### config.mk
export PLATFORM = sky130hd
export DESIGN_NAME = inst_fetch
export DESIGN_NICKNAME = d
export VERILOG_FILES = /design/src/rtl/inst_fetch.sv
export SDC_FILE = /design/constraint.sdc
export NUM_CORES = 1
export LEC_CHECK = 0
export ABC_AREA = 0
export BUFFER_PORTS_ARGS = -buffer_cell sky130_fd_sc_hd__buf_2
export CAP_MARGIN = 20
export CORE_MARGIN = 4
export CORE_UTILIZATION = 51
export CTS_BUF_LIST = sky130_fd_sc_hd__clkbuf_16
export DETAILED_ROUTE_END_ITERATION = 7
export PLACE_DENSITY = 0.82
export SLEW_MARGIN = 20
export SYNTH_ARGS = -nofsm -noshare
export SYNTH_HDL_FRONTEND = slang
export SYNTH_SLANG_ARGS = --single-unit
### constraint.sdc
create_clock -name clk -period 2.4 [get_ports clk]
set_clock_uncertainty 0.1 [all_clocks]
set_input_delay 0.24 -clock clk [delete_from_list [all_inputs] [get_ports clk]]
set_output_delay 0.24 -clock clk [all_outputs]
set_load 0.1 [all_outputs]
### src/rtl/inst_fetch.sv
// Instruction fetch stage: owns the PC, addresses the instruction ROM combinationally
// and registers the fetched word, its PC and PC+4 into the IF/ID register.
module inst_fetch #(
  parameter logic [31:0] RESET_PC = 32'h00000000,
  parameter logic [31:0] NOP_INST = 32'h00000000
) (
  input  logic        clk,
  input  logic        reset,
  output logic [31:0] rom_addr,
  input  logic [31:0] rom_data,
  input  logic        rom_accessable,
  input  logic        id_stall,
  input  logic        redirect_valid,
  input  logic [31:0] redirect_pc,
  output logic        if_valid,
  output logic [31:0] if_inst,
  output logic [31:0] if_pc,
  output logic [31:0] if_pc_plus4,
  output logic        fetch_fault,
  output logic [31:0] fault_pc,
  output logic [31:0] fetch_count
);

  typedef enum logic {RUN, FAULT} state_t;

  state_t      state_q, state_d;
  logic [31:0] pc_q, pc_d;
  logic        valid_d, fault_d;
  logic [31:0] inst_d, ipc_d, ipc4_d, fault_pc_d, count_d;

  assign rom_addr = pc_q;

  // NOTE: every next-state variable takes its held value first, so no path leaves one unassigned (no latches).
  always_comb begin
    state_d    = state_q;
    pc_d       = pc_q;
    valid_d    = if_valid;
    inst_d     = if_inst;
    ipc_d      = if_pc;
    ipc4_d     = if_pc_plus4;
    fault_d    = fetch_fault;
    fault_pc_d = fault_pc;
    count_d    = fetch_count;

    if (redirect_valid) begin
      pc_d    = redirect_pc;
      valid_d = 1'b0;
      inst_d  = NOP_INST;
      state_d = RUN;
      fault_d = 1'b0;
    end else if (!id_stall && state_q == RUN) begin
      if (rom_accessable) begin
        inst_d  = rom_data;
        ipc_d   = pc_q;
        ipc4_d  = pc_q + 32'd4;
        valid_d = 1'b1;
        pc_d    = pc_q + 32'd4;
        count_d = fetch_count + 32'd1;
      end else begin
        // pc holds so a redirect is the only way out of FAULT
        state_d    = FAULT;
        fault_d    = 1'b1;
        fault_pc_d = pc_q;
        valid_d    = 1'b0;
        inst_d     = NOP_INST;
      end
    end
  end

  // NOTE: sequential state uses non-blocking assignments so all registers update from pre-edge values.
  always_ff @(posedge clk or negedge reset) begin
    if (!reset) begin
      state_q     <= RUN;
      pc_q        <= RESET_PC;
      if_valid    <= 1'b0;
      if_inst     <= NOP_INST;
      if_pc       <= 32'h0;
      if_pc_plus4 <= 32'h0;
      fetch_fault <= 1'b0;
      fault_pc    <= 32'h0;
      fetch_count <= 32'h0;
    end else begin
      state_q     <= state_d;
      pc_q        <= pc_d;
      if_valid    <= valid_d;
      if_inst     <= inst_d;
      if_pc       <= ipc_d;
      if_pc_plus4 <= ipc4_d;
      fetch_fault <= fault_d;
      fault_pc    <= fault_pc_d;
      fetch_count <= count_d;
    end
  end

endmodule

==> metrics <==
VDD IR max 0.814 mV; worst-margin pin slew 902 ps; Synth Instances 781; Post-CTS Setup Repair Bufs 0; Rel. slew slack 39.8%; Critical Path Max Stage Delay 670 ps; LEAKAGE 5.52 nW; via count 6,988; Iter 0 DRT Violations 470; routability congestion estimate 0.867; CTS clk-pin slew, worst paths 70 ps; Longest Clk Path Bufs 2; Setup crit start kind register; finished layout cell area 11,200 um2; Fillers 1,186; die width 136 um; YS warnings 0; share of cells above drive strength 1 36.3%; Routed Antenna Nets 0; Slowest-stage cell, CP nor4bb_1; Main synth FF type dfrtp_1; antenna violations before repair 1; CP max FO 9; Hold Crit Start redirect_valid; CTS H-tree depth 4; multi-input logic area 3310 um2; die span in y 136 um; final slew viol count 0; Avg Vias per Cell 5.29; CTS Buf Count 17; sequential-to-total area share from yosys stat 57.5%; pwr dens 1050 nW/um2; Congestion Overflow GR 0; Remaining DRCs 0; area grow syn2layout 33.8%; WL/cell 17.6 um; f_max 460 MHz; Post-Route WL 23,200 um; RSZ-0062 raised after global routing no; Area contributors post-synth dfrtp_1 (57%), nand2_1 (8.7%), xor2_1 (5.0%), mux2_2 (4.6%), xnor2_1 (4.2%); row cnt 46; status finished, final reports clean; vias in the first global route 7,056; cell with the most instances after synthesis nand2_1; GR Util All Layers 25.3%; HP Class primary input to register; Max Cap Violations 0; dpl hpwl 15,400 um; post-synthesis cell type count 37; Worst EP arrival 2410 ps; Top cell by count, worst path nand3_1; Post-synth EDFFs 0; Mapped Nets 852; # IOs 263; Final Net Count 1,162; Yosys reg bits 192; Worst R2R Start rom_addr[6]$_DFFE_PN0P_; CP Cell Sequence nand3_1, nor4bb_1, nand3_1, xor2_1, o21ai_0; Final Hold Vio Count 0; core area 16,000 um2; Clock Sinks 192; Critical path origin rom_addr[6]$_DFFE_PN0P_; drt first pass iters 5; PostCTS Resize Cnt 0; CP Class register to register; asr flop ratio synth 100%; total power 0.0118 W; syn avg cell area 10.7 um2; Final setup viols 0; WP data required 2640 ps; Cell Area, Synth 8360 um2; first-pass GRT wire length 36,900 um; dpl cell area 9970 um2; Port Buf Inserts 262; initial core utilization 52.3%; Setup Total Neg Slack 0 ps; final period utilization 90.5%; minimum clock period 2170 ps; Reg area 4870 um2; top post-synthesis cells by count nand2_1 (194), dfrtp_1 (192), o21ai_0 (58); crit end category register; dominant cell type by area after synthesis dfrtp_1; die area 18,500 um2; Final Util 69.9%; CTS Root Cell clkbuf_16; CTS tree built; largest net degree at the start of global routing 96; worst skew pair latency 420 ps; area share of the largest cell type after synthesis 57.5%; CTS Hold Bufs 65
[layout by cell type (no fill, tap or decap), types with 30 or more instances in the layout]
cell type and n:
buf_2 261, nand2_1 194, dfrtp_1 151, dlygate4sd3_1 65
o21ai_0 58, xor2_1 48, xnor2_1 40, dfrtp_2 36
mux2_2 34, a22o_1 32, nand3_1 30
[per-stage QoR]
stage	hold WS, ps	setup WS, ps	std cells
global placement	149	275	1223
floorplan	-156	5.28	781
global route	257	8.66	1321
detailed placement	151	272	1223
finish	237	227	1321
CTS	225	257	1320
[flip-flops by register name (all words and copies together), names as in the netlist]
signal       count
if_inst         32
if_pc           32
if_valid         1
fetch_count     32
fault_pc        32
if_pc_plus4     30
state_q          1
rom_addr        32
[worst max-delay path: cells and delay by family, from the launching register on]
family | cells | cell delay (ps)
xor gates and xnor gates | 1 | 160
AOI/OAI and AO/OA | 1 | 150
DFF | 1 | 470
and+or+nand+nor | 3 | 1200
[where the power goes]
group	total [W]	switching (W)	leakage [nW]	internal, W
Clock	0.00271	0.00127	0.274	0.00144
Combinational	0.00496	0.00421	2.84	0.000754
Sequential	0.00410	0.000387	2.40	0.00371
[path summary, 6_finish.rpt]
kind | endpoint | slack, ps | cells past startpoint
setup / recovery | rom_addr[28]$_DFFE_PN0P_ | 230 | 5
hold / removal | fetch_count[13]$_DFFE_PN0P_ | 240 | 5
setup reg to reg | rom_addr[28]$_DFFE_PN0P_ | 230 | 5
hold reg to reg | if_pc_plus4[3]$_DFFE_PN0P_ | 370 | 2
max in group asynchronous | if_valid$_DFFE_PN0P_ | 1100 | 3
min in group asynchronous | fetch_count[13]$_DFFE_PN0P_ | 300 | 2
[area by class of cell]
cell class	count	area share, %
Sequential cell	192	43.5
Inverter	6	0.201
Tap cell	216	2.42
Timing Repair Buffer	346	19.2
Clock buffer	17	3.80
Clock inverter	15	1.21
Multi-Input combinational cell	528	29.6
Antenna cell	1	0.0224
[cells by family (layout without fill, tap and decap cells)]
logic type                 count (synthesis)  in the layout  share of synthesized area (%)
muxes                                     35             35                           4.70
buffers and inverters                     61            384                           3.14
DFF                                      192            192                           57.5
AOI/OAI and AO/OA                         93             93                           7.03
adders and majority gates                  2              2                          0.299
other                                      0              1                              0
and+or+nand+nor                          310            310                           18.1
xor gates and xnor gates                  88             88                           9.22
[layer usage]
metal / track usage, % / vias up / part of all wire [%]
met3: 4.92 / 55 / 6.0
met4: 11.0 / 0 / 3.4
met1: 33.0 / 3418 / 41
met5: 0 / - / 0
li1: - / 3251 / -
met2: 41.4 / 264 / 50
Note: power is estimated with default switching activity, not from simulation.
